`config.mk`:
```
export PLATFORM = sky130hd
export DESIGN_NAME = bellek_erisim_birimi
export DESIGN_NICKNAME = d
export VERILOG_FILES = /design/src/rtl/bellek_erisim_birimi_pkg.sv /design/src/rtl/bellek_erisim_birimi_bayt_hizalayici.sv /design/src/rtl/bellek_erisim_birimi.sv
export SDC_FILE = /design/constraint.sdc
export NUM_CORES = 1
export LEC_CHECK = 0
export CAP_MARGIN = 20
export CORE_MARGIN = 2
export CORE_UTILIZATION = 50
export DETAILED_ROUTE_END_ITERATION = 6
export GPL_ROUTABILITY_DRIVEN = 0
export PLACE_DENSITY = 0.92
export SYNTH_ARGS = -nofsm -noshare
export SYNTH_HDL_FRONTEND = slang
export SYNTH_SLANG_ARGS = --single-unit
```
`constraint.sdc`:
```
create_clock -name clk -period 4.8 [get_ports clk]
set_input_delay 1.44 -clock clk [delete_from_list [all_inputs] [get_ports clk]]
set_output_delay 1.44 -clock clk [all_outputs]
set_load 0.005 [all_outputs]
```
`src/rtl/bellek_erisim_birimi_pkg.sv`:
```
// Shared encodings for the memory access unit: request sizes, FSM states and lane count.
package bellek_erisim_birimi_pkg;

    localparam logic [1:0] BOYUT_BAYT   = 2'b00;
    localparam logic [1:0] BOYUT_YARIM  = 2'b01;
    localparam logic [1:0] BOYUT_KELIME = 2'b10;

    localparam int SERIT_SAYISI = 4;
    localparam int KELIME_BIT   = 8 * SERIT_SAYISI;

    typedef enum logic [1:0] {
        BOSTA = 2'b00,
        OKU   = 2'b01,
        YAZ   = 2'b10,
        YANIT = 2'b11
    } durum_t;

endpackage

```
`src/rtl/bellek_erisim_birimi_bayt_hizalayici.sv`:
```
// Lane extract + sign/zero extend for loads, lane merge for partial stores (little-endian).
// Purely combinational, zero latency; no flow control.
module bayt_hizalayici
    import bellek_erisim_birimi_pkg::*;
(
    input  logic [KELIME_BIT-1:0] kelime,
    input  logic [1:0]            ofset,
    input  logic [1:0]            boyut,
    input  logic                  isaretsiz,
    input  logic [15:0]           yaz_veri,
    output logic [KELIME_BIT-1:0] yuk_veri,
    output logic [KELIME_BIT-1:0] birlesik
);

    logic [7:0]  bayt;
    logic [15:0] yarim;
    logic [4:0]  bit_ofset;

    assign bit_ofset = {ofset, 3'b000};
    assign bayt      = kelime[bit_ofset +: 8];
    assign yarim     = ofset[1] ? kelime[31:16] : kelime[15:0];

    always_comb begin
        yuk_veri = kelime;
        birlesik = kelime;
        case (boyut)
            BOYUT_BAYT: begin
                yuk_veri = {{24{~isaretsiz & bayt[7]}}, bayt};
                birlesik[bit_ofset +: 8] = yaz_veri[7:0];
            end
            BOYUT_YARIM: begin
                yuk_veri = {{16{~isaretsiz & yarim[15]}}, yarim};
                if (ofset[1]) begin
                    birlesik[31:16] = yaz_veri;
                end else begin
                    birlesik[15:0] = yaz_veri;
                end
            end
            default: begin
                yuk_veri = kelime;
                birlesik = kelime;
            end
        endcase
    end

endmodule

```
`src/rtl/bellek_erisim_birimi.sv`:
```
// Single-outstanding load/store unit with read-modify-write for byte/half stores; ADRES_ARALIK_EN adds a window check.
// Latency from accept: error 1, load 2, word store 2, partial store 3 cycles; istek_hazir low until response leaves.
// Backpressure: one request at a time, next accept the cycle after the yanit pulse.
module bellek_erisim_birimi
    import bellek_erisim_birimi_pkg::*;
#(
    parameter int                  ADRES_BIT       = 32,
    parameter int                  VERI_BIT        = 32,
    parameter logic [ADRES_BIT-1:0] BASLANGIC_ADRES = ADRES_BIT'(32'h8000_0000),
    parameter int                  ERISIM_BOYUT    = 2048
) (
    input  logic                 clk,
    input  logic                 rst_n,
    input  logic                 istek_gecerli,
    output logic                 istek_hazir,
    input  logic                 istek_yaz,
    input  logic [1:0]           istek_boyut,
    input  logic                 istek_isaretsiz,
    input  logic [ADRES_BIT-1:0] istek_adres,
    input  logic [VERI_BIT-1:0]  istek_veri,
    output logic                 yanit_gecerli,
    output logic [VERI_BIT-1:0]  yanit_veri,
    output logic                 yanit_hata,
    output logic [ADRES_BIT-1:0] bellek_adres,
    input  logic [VERI_BIT-1:0]  bellek_oku_veri,
    output logic [VERI_BIT-1:0]  bellek_yaz_veri,
    output logic                 bellek_yaz_gecerli
);

    durum_t durum, durum_sonraki;

    logic        kabul;
    logic        hizasiz;
    logic        aralik_hata;
    logic        istek_hata;
    logic        r_yaz;
    logic [1:0]  r_boyut;
    logic [1:0]  r_ofset;
    logic        r_isaretsiz;
    logic [15:0] r_veri;
    logic [VERI_BIT-1:0] yuk_veri;
    logic [VERI_BIT-1:0] birlesik;

    assign kabul = istek_gecerli && (durum == BOSTA);

    always_comb begin
        hizasiz = 1'b0;
        case (istek_boyut)
            BOYUT_BAYT:   hizasiz = 1'b0;
            BOYUT_YARIM:  hizasiz = istek_adres[0];
            BOYUT_KELIME: hizasiz = |istek_adres[1:0];
            default:      hizasiz = 1'b1;
        endcase
    end

`ifdef ADRES_ARALIK_EN
    // Extra top bit catches addresses below the base as a borrow.
    logic [ADRES_BIT:0] aralik_fark;
    assign aralik_fark = {1'b0, istek_adres} - {1'b0, BASLANGIC_ADRES};
    assign aralik_hata = aralik_fark[ADRES_BIT] ||
                         (aralik_fark[ADRES_BIT-1:0] >= ADRES_BIT'(ERISIM_BOYUT));
`else
    assign aralik_hata = 1'b0;
`endif

    assign istek_hata = hizasiz | aralik_hata;

    bayt_hizalayici u_hizalayici (
        .kelime    (bellek_oku_veri),
        .ofset     (r_ofset),
        .boyut     (r_boyut),
        .isaretsiz (r_isaretsiz),
        .yaz_veri  (r_veri),
        .yuk_veri  (yuk_veri),
        .birlesik  (birlesik)
    );

    always_ff @(posedge clk or negedge rst_n) begin
        if (!rst_n) begin
            durum <= BOSTA;
        end else begin
            durum <= durum_sonraki;
        end
    end

    always_comb begin
        durum_sonraki      = durum;
        istek_hazir        = 1'b0;
        yanit_gecerli      = 1'b0;
        bellek_yaz_gecerli = 1'b0;
        case (durum)
            BOSTA: begin
                istek_hazir = 1'b1;
                if (istek_gecerli) begin
                    if (istek_hata) begin
                        durum_sonraki = YANIT;
                    end else if (istek_yaz && (istek_boyut == BOYUT_KELIME)) begin
                        durum_sonraki = YAZ;
                    end else begin
                        durum_sonraki = OKU;
                    end
                end
            end
            OKU:     durum_sonraki = r_yaz ? YAZ : YANIT;
            YAZ: begin
                bellek_yaz_gecerli = 1'b1;
                durum_sonraki      = YANIT;
            end
            YANIT: begin
                yanit_gecerli = 1'b1;
                durum_sonraki = BOSTA;
            end
            default: durum_sonraki = BOSTA;
        endcase
    end

    // Rejected requests leave bellek_adres untouched so memory never sees them.
    always_ff @(posedge clk or negedge rst_n) begin
        if (!rst_n) begin
            r_yaz           <= 1'b0;
            r_boyut         <= BOYUT_BAYT;
            r_ofset         <= 2'b00;
            r_isaretsiz     <= 1'b0;
            r_veri          <= '0;
            yanit_veri      <= '0;
            yanit_hata      <= 1'b0;
            bellek_adres    <= '0;
            bellek_yaz_veri <= '0;
        end else if (kabul) begin
            r_yaz       <= istek_yaz;
            r_boyut     <= istek_boyut;
            r_ofset     <= istek_adres[1:0];
            r_isaretsiz <= istek_isaretsiz;
            r_veri      <= istek_veri[15:0];
            yanit_veri  <= '0;
            yanit_hata  <= istek_hata;
            if (!istek_hata) begin
                bellek_adres <= {istek_adres[ADRES_BIT-1:2], 2'b00};
                if (istek_yaz && (istek_boyut == BOYUT_KELIME)) begin
                    bellek_yaz_veri <= istek_veri;
                end
            end
        end else if (durum == OKU) begin
            if (r_yaz) begin
                bellek_yaz_veri <= birlesik;
            end else begin
                yanit_veri <= yuk_veri;
            end
        end
    end

endmodule

```
==> results of run 1 <==
## power by group through the flow
stage	clock (mW)	combinational [mW]	sequential (mW)
finish	1.33	2.78	1.84
global route	1.38	2.98	1.88
CTS	1.34	2.69	1.85
detailed placement	0	2.65	1.86
global placement	0	2.51	1.82
floorplan	0	1.49	1.74
## worst min path at each step
stage                          startpoint                    endpoint
2_1_floorplan           r_yaz$_DFFE_PN0P_           r_yaz$_DFFE_PN0P_
3_3_place_gp   yanit_veri[12]$_DFFE_PN0P_  yanit_veri[12]$_DFFE_PN0P_
3_5_place_dp   yanit_veri[12]$_DFFE_PN0P_  yanit_veri[12]$_DFFE_PN0P_
4_1_cts        yanit_veri[11]$_DFFE_PN0P_  yanit_veri[11]$_DFFE_PN0P_
5_1_grt        yanit_veri[11]$_DFFE_PN0P_  yanit_veri[11]$_DFFE_PN0P_
6_report       yanit_veri[11]$_DFFE_PN0P_  yanit_veri[11]$_DFFE_PN0P_
## cells in the mapped netlist, types with 6 or more instances
cell and number:
dfrtp_1 119, nand2_1 119, o21ai_0 48, mux2_2 41
o21ai_1 37, a221oi_1 32, a21o_1 24, clkbuf_1 23
a221o_1 22, inv_1 21, nor2_1 20, o22ai_1 16
buf_2 14, a22o_1 9, ha_1 9, a2bb2oi_1 8
mux4_2 7, buf_1 6, nor2b_1 6
## flip-flops by register name, summed over array words and instances, names as in the netlist
register         cells
bellek_yaz_veri     32
yanit_veri          32
bellek_adres        30
r_veri              16
durum                2
r_boyut              2
r_ofset              2
r_isaretsiz          1
r_yaz                1
yanit_hata           1
## logic make-up after synthesis
group	share of synthesized area (%)
muxes	10.3
adders and majority gates	1.81
other	0.0604
and+or+nand+nor	11.8
AOI/OAI and AO/OA	23.3
DFF	48.0
buffers and inverters	4.82
## cells in the final DEF (no fill, tap or decap), types with 3 or more instances in the layout
cell type and count:
clkdlybuf4s50_1 199, nand2_1 119, dfrtp_1 119, o21ai_0 48
mux2_2 41, o21ai_1 36, a221oi_1 32, a21o_1 24
a221o_1 22, inv_1 21, nor2_1 19, clkbuf_16 17
o22ai_1 16, buf_4 10, a22o_1 9, ha_1 9
a2bb2oi_1 8, mux4_2 7, nor2b_1 6, a21oi_1 4
and2_1 3, bufinv_16 3, inv_6 3, clkinv_4 3
## worst register-to-register path, stage by stage (launching register included)
cell	delay (ps)
dfrtp_1	990
inv_1	500
nor2_1	950
a221o_1	320
## area by class of cell
type	instances	share of cell area, %
Multi-Input combinational cell	434	32.9
Clock inverter	13	1.88
Timing Repair Buffer	211	23.6
Inverter	21	0.882
Sequential cell	119	33.3
Clock buffer	19	5.07
Tap cell	168	2.35
## routing by layer
| layer | up-vias | GRT usage [%] | part of all wire (%) |
|---|---|---|---|
| met5 | - | 0 | 0 |
| met4 | 0 | 19.4 | 6.4 |
| met3 | 128 | 7.48 | 9.5 |
| met2 | 439 | 53.9 | 49 |
| met1 | 2949 | 38.5 | 35 |
| li1 | 2636 | - | - |
## metrics by stage
step                power [mW]  setup WS [ps]  hold WS [ps]  cells
floorplan                 3.22           2230           469    622
global placement          4.33           1160           462    951
detailed placement        4.51            942           466    952
CTS                       5.88           1390           481    984
global route              6.24           1120           502    985
finish                    5.95           1310           479    985
==> results by group, run 1 <==
Pwr
  • Sw frac: 37.1%
  • Power per standard cell area: 665 mW/mm2
  • Leakage: 3.98 nW
  • Clock power frac: 22.3%
  • Comb power frac: between 40% and 50%
  • Power Internal: 3.74 mW
  • P_sw: between 2 and 2.5 mW
  • Worst VDD drop: 0.000423 V
  • Reg power frac: 31.0%

Setup path
  • CP Max Fanout: 28
  • Crit. Startpoint: istek_gecerli
  • CP required: 5150 ps
  • Worst flop-to-flop path endpoint: yanit_veri[21]$_DFFE_PN0P_
  • R2R Setup Slk: 1960 ps
  • CP max-delay cell: nor2_1
  • Crit end category: flop
  • Startpoint Class: primary input
  • Slowest Stage Delay on Critical Path: 900 ps
  • Worst Setup Path Type: primary input to flop
  • Worst-path cell chain: clkdlybuf4s50_1 > nand2_1 > buf_4 > nand2_2 > nor2_1 > a221o_1
  • CP top delay family: simple AND/OR/NAND/NOR gates
  • FF-to-FF Start: r_boyut[1]$_DFFE_PN0P_
  • Worst Setup EP: yanit_veri[21]$_DFFE_PN0P_
  • Critical Path AT: 3840 ps
  • CP Depth: 6
  • Bufs and invs on worst path: 2
  • Register-to-Register Path Depth: 3

CTS
  • Hold buffer count at CTS: 0
  • Clock sink total: ~120
  • CTS root buffer: clkbuf_16
  • Clock-pin slew on the worst setup and hold paths: 60 ps
  • Clock buffer depth: 2
  • Post-cts resize count: 0
  • CTS Buf Count: 17
  • CTS tree: done
  • Worst-Skew Late Latency: 420 ps
  • Postcts setup bufs: 0
  • H-tree depth: 4

Synthesis
  • Post-synth EDFFs: 0
  • Top FF cell, synth: dfrtp_1
  • Top cells by area, synth: dfrtp_1 48%, mux2_2 7.4%, nand2_1 7.2%
  • Synthesis-stage register bit count: 119
  • Register area share after synthesis: 48.0%
  • Synth warnings: 0
  • Post-synth top area share: 48.0%
  • Ys async rst share: 100%
  • Synth cell types: 48
  • Syn_area_per_cell: 10.0 um2
  • Yosys top cell by area: dfrtp_1
  • Gate Count Post-Synth: slightly above 600
  • Synth Cell Area: 0.00621 mm2

Worst hold path
  • Min-Delay Path Depth: 1
  • Min-delay worst type: flop to flop

Finish
  • Antenna diodes: 0
  • Area growth syn-to-layout: 44.0%
  • Share of layout cells above drive strength 1: 12.7%
  • Multi-input logic area: 0.00294 mm2
  • Finished Cell Area: 0.00894 mm2
  • Net count, final: 916
  • Register area: 0.00298 mm2
  • Final core utilization: 74.1%
  • Fillers: 773

Floorplanning
  • Die width: 115 um
  • Core ar.: 0.0121 mm2
  • Die ar.: 0.0133 mm2
  • Initial Util: 51.5%
  • Ports: 203
  • Num rows: 40
  • Die Ht: between 100 and 150 um

Route
  • Drt total wl: 21.3 mm
  • Residual DRC count: 3
  • Vias per cell: roughly 6.2
  • DR iter-0 viols: 701
  • Drt first pass iters: 7
  • WL/cell: 21.6 um
  • Via count: 6152
  • ANT nets after route: 0

Timing
  • Fin crit period: 3490 ps
  • Final Hold Vio Count: 0
  • Setup violators final: 0
  • Final Max Slew Viols: 0
  • Max-slew headroom: 27.5%
  • Setup TNS: 0 ps
  • RSZ-0062 raised after global routing: no
  • Slew @ Worst Pin: 1080 ps
  • Max Fclk: 286 MHz
  • Fin crit share: 72.8%
  • Setup Skew: 9.82 ps

Flow run
  • Max-Cap Viols: 0

Global route
  • First-pass GRT wire length: ~33 mm
  • Largest net degree at the start of global routing: between 70 and 80
  • Congestion Overflow GR: 0
  • Initial antenna violation count: 0
  • Vias in the first global route: 6044
  • GRT Overall Usage: 32.4%

Status
  • Outcome: finished with violations
  • Failing checks: design-rule violations

Place
  • Area after DPL: 0.00829 mm2
  • Hpwl dp: 15.1 mm
  • Port Buffer Count: 200
Note: power is estimated with default switching activity, not from simulation.
==> inputs of run 2 (changes only) <==
--- a/config.mk
+++ b/config.mk
@@ -7,10 +7,10 @@
 export LEC_CHECK = 0
 export CAP_MARGIN = 20
 export CORE_MARGIN = 2
-export CORE_UTILIZATION = 50
+export CORE_UTILIZATION = 47
 export DETAILED_ROUTE_END_ITERATION = 6
 export GPL_ROUTABILITY_DRIVEN = 0
-export PLACE_DENSITY = 0.92
+export PLACE_DENSITY = 0.88
 export SYNTH_ARGS = -nofsm -noshare
 export SYNTH_HDL_FRONTEND = slang
 export SYNTH_SLANG_ARGS = --single-unit
==> constraint.sdc (replaced) <==
create_clock -name clk -period 3.3 [get_ports clk]
set_input_delay 0.99 -clock clk [delete_from_list [all_inputs] [get_ports clk]]
set_output_delay 0.99 -clock clk [all_outputs]
set_load 0.005 [all_outputs]
==> run 2 against run 1 <==
Compared with the run above:
- the flow now finishes without violations
- setup slack worse by 790 ps
- flip-flop and latch count unchanged
- global-route usage down 2.7 points
- clock power up 56%
- via count down 0.29%
- clock skew down 4.4 ps
- first-iteration DRC count up 3.7%
- sequential share of layout area down 0.30 points
- hold slack better by 2.5 ps
- power up 47%
- sequential power up 45%
- combinational power up 44%
- critical path type is now flop to primary output
==> results by group, run 2 (synthesized netlist as in run 1, its figures left out) <==
Status
  • Outcome: complete, no violations

CTS
  • H-tree depth: 4 (unchanged)
  • Post-cts resize count: 0 (unchanged)
  • CTS root buffer: clkbuf_16
  • Clock-pin slew on the worst setup and hold paths: 50 ps (about the same)
  • Postcts setup bufs: 0 (unchanged)
  • Clock buffer depth: 2 (unchanged)
  • Clock sink total: 119 (unchanged)
  • Hold buffer count at CTS: 0 (unchanged)
  • CTS Buf Count: 17 (unchanged)
  • CTS tree: done
  • Worst-Skew Late Latency: 430 ps (about the same)

Floorplanning
  • Initial Util: 48.6% (-2.9 points)
  • Num rows: 41 (+2.5%)
  • Ports: 203 (unchanged)
  • Die width: 119 um (+3.0%)
  • Die Ht: 119 um (+3.0%)
  • Die ar.: 0.0141 mm2 (+6.2%)
  • Core ar.: 0.0128 mm2 (+5.9%)

Finish
  • Net count, final: 920 (+0.44%)
  • Share of layout cells above drive strength 1: 13.0% (+0.30 points)
  • Largest regs: bellek_yaz_veri: 32 flops, yanit_veri: 32 flops, bellek_adres: 30 flops
  • Commonest non-fill, non-tap cell in the layout: clkdlybuf4s50_1
  • Final non-filler cell total: 993 (+0.81%)
  • Area growth syn-to-layout: 45.3%
  • Fillers: 844 (+9.2%)
  • Most frequent cells in the layout: 199 x clkdlybuf4s50_1, 119 x nand2_1, 119 x dfrtp_1, 48 x o21ai_0, 41 x mux2_2
  • Antenna diodes: 0 (unchanged)
  • Final core utilization: 70.6% (-3.5 points)

Global route
  • Largest net degree at the start of global routing: 73 (+1.4%)
  • Congestion Overflow GR: 0 (unchanged)
  • Grt met3 use: 7.23% (-0.25 points)
  • First-pass GRT wire length: 32.7 mm (-0.54%)
  • Layer with the highest usage: met2
  • M2 GR Usage: 48.7% (-5.2 points)
  • Initial antenna violation count: 0 (unchanged)
  • Vias in the first global route: 6033 (-0.18%)
  • Routing usage on met1: 35.8% (-2.7 points)
  • GRT Overall Usage: 29.7% (-2.7 points)

Route
  • WL/cell: 21.0 um (-2.6%)
  • DR iter-0 viols: 727 (+3.7%)
  • ANT nets after route: 0 (unchanged)
  • Vias per cell: 6.18 (-1.1%)
  • Drt first pass iters: 5 (-2)
  • Via count: 6134 (-0.29%)
  • Residual DRC count: 0 (-3)
  • Drt total wl: 20.9 mm (-1.8%)

Pwr
  • Power Total: 8.74 mW (+47%)
  • Sw frac: 35.9% (-1.2 points)
  • Power Internal: 5.60 mW (+50%)
  • Leakage: 4.02 nW (+0.81%)
  • Clock power frac: 23.7% (+1.4 points)
  • Comb power frac: 45.8% (-0.9 points)
  • Worst VDD drop: 0.000486 V (+15%)
  • Power per standard cell area: 969 mW/mm2 (+46%)
  • Reg power frac: 30.5% (-0.5 points)
  • P_sw: 3.14 mW (+42%)

Place
  • Hpwl dp: 14.6 mm (-3.2%)
  • Cells after DPL: 958 (+0.63%)
  • Port Buffer Count: 200 (unchanged)

Setup path
  • CP required: 2310 ps (-2840 ps)
  • Startpoint Class: flop
  • CP Max Fanout: 8 (-71%)
  • Worst Setup Path Type: flop to primary output
  • Critical Path AT: 1800 ps (-2040 ps)
  • Crit end category: primary output

Flow run
  • Max-Cap Viols: 0 (unchanged)

Timing
  • Final Max Slew Viols: 0 (unchanged)
  • Final Hold Vio Count: 0 (unchanged)
  • Max-slew headroom: 30.9% (+3.3 points)
  • Slew @ Worst Pin: 1040 ps (-46.2 ps)
  • Setup violators final: 0 (unchanged)
  • Max Fclk: 359 MHz
  • Setup Skew: 5.39 ps (-4.43 ps)
  • RSZ-0062 raised after global routing: no
  • Setup TNS: 0 ps (unchanged)
  • Fin crit period: 2790 ps
  • Fin crit share: a little over four fifths

Worst hold path
  • Min-delay worst type: primary input to asynchronous set/reset pin
[run 2: power by group through the flow]
stage          clock network (mW)  registers, mW  logic (mW)
5_1_grt                      2.14           2.74        4.30
3_5_place_dp                    0           2.70        3.80
2_1_floorplan                   0           2.52        2.16
3_3_place_gp                    0           2.66        3.67
4_1_cts                      2.07           2.69        3.86
6_report                     2.07           2.67        4.00
[run 2: per-layer routing]
metal / wire length [um] / part of all wire (%) / vias to the layer above
li1: - / - / 2641
met1: 7660 / 37 / 2941
met2: 10400 / 50 / 443
met3: 1720 / 8.2 / 109
met4: 1150 / 5.5 / 0
met5: 0 / 0 / -
[run 2: final timing paths]
path                                                       from  slack [ps]                              end  cells after the start
worst max-delay path                       durum[0]$_DFFE_PN0P_         510                      istek_hazir                      3
worst min-delay path                                      rst_n         480       yanit_veri[13]$_DFFE_PN0P_                      1
worst max register to register           r_ofset[0]$_DFFE_PN0P_         690  bellek_yaz_veri[10]$_DFFE_PN0P_                      6
worst min register to register  bellek_yaz_veri[24]$_DFFE_PN0P_         490  bellek_yaz_veri[24]$_DFFE_PN0P_                      2
max in group asynchronous                                 rst_n        2110      bellek_adres[2]$_DFFE_PN0P_                      2
min in group clk                bellek_yaz_veri[24]$_DFFE_PN0P_         490  bellek_yaz_veri[24]$_DFFE_PN0P_                      2
[run 2: area by class of cell]
type	instances	area (um2)	area share, %
clock buffer	20	457	5.06
clock inverter	12	199	2.20
inverter	21	78.8	0.874
multi-input combinational	434	2940	32.6
sequential	119	2980	33.0
tap	172	215	2.39
timing repair buffer	215	2150	23.9
[run 2: critical path, cell delays in order (launching register included)]
cell and delay, ps:
dfrtp_1 420, inv_1 100, ha_1 300, clkdlybuf4s50_1 560
[run 2: through the flow]
step	hold slack, ps	worst slack, ps	area (um2)
detailed placement	476	229	8320
global placement	462	333	8320
floorplan	469	922	6210
global route	507	416	9020
finish	482	511	9020
CTS	484	506	8970
